[config.mk]
export PLATFORM = sky130hd
export DESIGN_NAME = instr_assembler
export DESIGN_NICKNAME = d
export VERILOG_FILES = /design/src/rtl/instr_assembler.sv
export SDC_FILE = /design/constraint.sdc
export NUM_CORES = 1
export LEC_CHECK = 0
export CORE_MARGIN = 2
export CORE_UTILIZATION = 53
export CTS_BUF_LIST = sky130_fd_sc_hd__clkbuf_4 sky130_fd_sc_hd__clkbuf_8
export DETAILED_ROUTE_END_ITERATION = 6
export PLACE_DENSITY = 0.87
export SKIP_CTS_REPAIR_TIMING = 1
export SYNTH_ARGS = -nofsm -noshare
export SYNTH_HDL_FRONTEND = slang
export SYNTH_SLANG_ARGS = --single-unit
[constraint.sdc]
create_clock -name clk -period 5.7 [get_ports clk]
set_clock_uncertainty 0.05 [all_clocks]
set_input_delay 0.57 -clock clk [delete_from_list [all_inputs] [get_ports clk]]
set_output_delay 0.57 -clock clk [all_outputs]
set_load 0.01 [all_outputs]
[src/rtl/instr_assembler.sv]
// Assembles 6502 instructions (opcode + 0..2 operand bytes) from an in-order byte
// stream, tags each with its fetch PC and holds it in a one-entry output register.
module instr_assembler #(
    parameter logic [15:0] RESET_PC = 16'h0000
) (
    input  logic        clk,
    input  logic        rst,
    input  logic [7:0]  din,
    input  logic        din_valid,
    output logic        din_ready,
    input  logic        redirect_valid,
    input  logic [15:0] redirect_pc,
    output logic [15:0] dout_pc,
    output logic [7:0]  dout_opcode,
    output logic [15:0] dout_operand,
    output logic [1:0]  dout_len,
    output logic        dout_valid,
    input  logic        dout_ready
);

    typedef enum logic [1:0] {
        S_OPC,
        S_LO,
        S_HI,
        S_FULL
    } state_t;

    state_t      state_q,   state_d;
    logic [15:0] next_pc_q, next_pc_d;
    logic [15:0] pc_q,      pc_d;
    logic [7:0]  opcode_q,  opcode_d;
    logic [15:0] operand_q, operand_d;
    logic [1:0]  len_q,     len_d;
    logic        accept;

    function automatic logic [1:0] op_len(input logic [7:0] op);
        logic [3:0] h;
        logic [3:0] n;
        h = op[7:4];
        n = op[3:0];
        case (n)
            4'h0:    op_len = (h == 4'h2) ? 2'd3 : ((h == 4'h4 || h == 4'h6) ? 2'd1 : 2'd2);
            4'h1, 4'h3, 4'h4, 4'h5, 4'h6, 4'h7: op_len = 2'd2;
            4'h2:    op_len = (h[3] && !h[0]) ? 2'd2 : 2'd1;
            4'h8, 4'hA: op_len = 2'd1;
            4'h9, 4'hB: op_len = h[0] ? 2'd3 : 2'd2;
            default: op_len = 2'd3;
        endcase
    endfunction

    // Ready is independent of din_valid; in FULL a new opcode may load as the held one drains.
    assign din_ready = !redirect_valid && ((state_q != S_FULL) || dout_ready);
    assign accept    = din_valid && din_ready;

    always_comb begin
        state_d   = state_q;
        next_pc_d = next_pc_q;
        pc_d      = pc_q;
        opcode_d  = opcode_q;
        operand_d = operand_q;
        len_d     = len_q;

        if (redirect_valid) begin
            state_d   = S_OPC;
            next_pc_d = redirect_pc;
        end else begin
            if (accept) begin
                next_pc_d = next_pc_q + 16'd1;
            end
            case (state_q)
                S_OPC, S_FULL: begin
                    if (accept) begin
                        opcode_d  = din;
                        pc_d      = next_pc_q;
                        operand_d = '0;
                        len_d     = op_len(din);
                        state_d   = (op_len(din) == 2'd1) ? S_FULL : S_LO;
                    end else if (state_q == S_FULL && dout_ready) begin
                        state_d = S_OPC;
                    end
                end
                S_LO: begin
                    if (accept) begin
                        operand_d[7:0] = din;
                        state_d        = (len_q == 2'd2) ? S_FULL : S_HI;
                    end
                end
                S_HI: begin
                    if (accept) begin
                        operand_d[15:8] = din;
                        state_d         = S_FULL;
                    end
                end
                default: state_d = S_OPC;
            endcase
        end
    end

    always_ff @(posedge clk) begin
        if (rst) begin
            state_q   <= S_OPC;
            next_pc_q <= RESET_PC;
            pc_q      <= '0;
            opcode_q  <= '0;
            operand_q <= '0;
            len_q     <= '0;
        end else begin
            state_q   <= state_d;
            next_pc_q <= next_pc_d;
            pc_q      <= pc_d;
            opcode_q  <= opcode_d;
            operand_q <= operand_d;
            len_q     <= len_d;
        end
    end

    assign dout_valid   = (state_q == S_FULL);
    assign dout_pc      = pc_q;
    assign dout_opcode  = opcode_q;
    assign dout_operand = operand_q;
    assign dout_len     = len_q;

endmodule

==> qor.txt <==
outcome: complete, no violations
layout cells sized above 1: 4.74%
initial antenna violation count: 0
Routability Congestion: 0.822
final period utilization: 48.4%
WL final: 6650 um
die area: 5450 um^2
crit-path cells: clkdlybuf4s50_1, nor2b_1, and3_1, o21ai_0, o221a_2
clock latency on the worst-skew pair: 0.34 ns
Pre-antenna DRT Iters: 5
most common cell after layout, fill and taps aside: clkdlybuf4s50_1
CTS clk-pin slew, worst paths: 0.07 ns
Largest stage delay, worst path: 0.81 ns
H-tree depth: 3
Non-Filler Cell Area, Final: 3470 um^2
synthesized area: 2580 um^2
DP Wirelength: 4520 um
largest net degree at the start of global routing: 57
Lkg Pwr: 1.21 nW
Synth Register Bits: 60
port buffer count: 72
worst path required time: 5.88 ns
Max clock buf depth: 2
Worst slew margin: 33.1%
Distinct cells, synth: 37
DRT iter0 DRCs: 239
vias: 2,530
critical path class: input pin to flop
CTS tree: yes
maxcap violations: 0
Mapped Cells: 312
RSZ-0062 raised after global routing: false
core footprint: 4720 um^2
DR WL/cell: 14.9 um
die width: 73.8 um
fmax: 362 MHz
crit path max-delay cell type: and3_1
highest fanout seen on the critical path: 27
Post-Syn Nets: 345
TritonCTS Buffers: 9
Final Non-Filler Cells: 447
Sum Neg Setup Slack: 0 ns
Worst setup EP type: flop
I/O pins: 73
actual slew at the worst max-slew pin: 1.00 ns
CTS root buf: clkbuf_8
fillers: 366
Final Slew Violations: 0
pwr/cell area: 257 nW/um^2
peak supply drop: 0.217 mV
Synth Area per Inst: 8.28 um^2
Post-synth EDFFs: 0
final setup vio count: 0
CP Data Arrival Time: 2.94 ns
async set or reset register ratio after synthesis: 0%
startpoint types: input pin
# rows: 25
drc violations: 0
vias in the first global route: 2,267
GRT overflow: 0
Nets: 409
Placed Area: 3300 um^2
placed cell count: 432
Final Hold Vio Count: 0
area grow syn2layout: 34.3%
dominant synthesized flop cell: dfxtp_1
Hold Path Class: flop to flop
Synth warnings: 0
routed vias/inst: 5.66
Routed Antenna Nets: 0
most frequent cells in the layout: 71 x clkdlybuf4s50_1, 60 x dfxtp_1, 58 x nand2_1
sequential fraction of the synthesis area: 46.5%
clk sinks: 60
final worst path period need: 2.76 ns
Inserted Diodes: 0
area of the multi-input gates: 1270 um^2
Die Y-Extent: 73.8 um
first-pass GRT wire length: 10,800 um
Seq. cell area: 1200 um^2
GRT Overall Usage: 26.1%
Initial Utilization: 54.7%
==> logic make-up (layout without fill, tap and decap cells) <==
logic type / Yosys count / count (layout) / synth area share [%]
simple gates: 129 / 129 / 22.9
compound gates: 84 / 84 / 22.2
flops: 60 / 60 / 46.5
buf+inv: 29 / 97 / 4.50
xor+xnor: 6 / 6 / 2.03
fa+ha+maj: 4 / 4 / 1.94
==> per-stage QoR <==
stage | hold WS (ns) | util [%] | power (mW) | setup WS [ns]
floorplan | 0.382 | - | 0.517 | 3.50
global placement | 0.392 | 70.0 | 0.570 | 2.69
detailed placement | 0.398 | 70.0 | 0.573 | 2.59
CTS | 0.407 | 73.5 | 0.894 | 2.95
global route | 0.420 | 73.5 | 0.928 | 2.68
finish | 0.406 | 73.5 | 0.893 | 2.94
==> routing by layer <==
layer	global-route usage (%)	up-vias	share of wire, %
met4	10.9	0	1.6
met2	41.8	115	48
met3	5.90	13	6.8
li1	-	1241	-
met5	0	-	0
met1	33.8	1161	44
==> cell type report <==
class / instances / area share, %
inverters: 10 / 1.08
clock inverters: 5 / 0.829
flip-flops and latches: 60 / 34.6
well taps: 67 / 2.42
repair buffers: 72 / 20.6
clock buffers: 10 / 3.97
multi-input cells: 223 / 36.5
==> state kept, by name, summed over array words and instances (netlist names) <==
register,cells
next_pc_q,16
dout_len,2
state_q,2
dout_pc,16
dout_opcode,8
dout_operand,16
==> final timing paths <==
path	start	end	slack, ns	cells after the start
worst max register to register	state_q[0]	dout_len[0]	3.31	5
worst min register to register	dout_pc[12]	dout_pc[12]	0.41	2
worst max-delay path	redirect_valid	dout_len[0]	2.94	5
worst min-delay path	dout_pc[12]	dout_pc[12]	0.41	2
==> synth_stat cells (2+ instances only) <==
cell / instances / area (um^2)
a31oi_1: 3 / 18.8
a21boi_0: 2 / 15.0
a21oi_1: 26 / 130
nor2_1: 31 / 116
o21a_1: 3 / 22.5
inv_1: 10 / 37.5
nor3_1: 3 / 15.0
nand2b_1: 4 / 25.0
and3_1: 5 / 31.3
nor2b_1: 3 / 18.8
ha_1: 4 / 50.1
o311ai_0: 3 / 26.3
a211oi_1: 8 / 60.1
a2111oi_0: 2 / 17.5
xnor2_1: 4 / 35.0
o21ai_0: 6 / 30.0
o211ai_1: 2 / 15.0
nand3_1: 6 / 30.0
clkbuf_1: 18 / 67.6
or3_1: 3 / 18.8
nor4_1: 3 / 18.8
nand4_1: 3 / 18.8
xor2_1: 2 / 17.5
o311a_1: 4 / 40.0
a22oi_1: 16 / 120
dfxtp_1: 60 / 1200
nand2_1: 58 / 218
and4_1: 2 / 17.5
o31ai_1: 3 / 22.5
or4_1: 4 / 30.0
a311oi_1: 5 / 43.8
==> power by group <==
| part | internal (mW) | switching (mW) |
|---|---|---|
| registers | 0.437 | 0.0169 |
| logic | 0.0540 | 0.0572 |
| clock network | 0.164 | 0.163 |
==> worst max-delay path, delay by kind of cell <==
family                 cells  cell delay, ns
AOI/OAI and AO/OA          2            0.47
buffers and inverters      1            0.66
and+or+nand+nor            2            1.24
(Power assumes the default switching activity.)
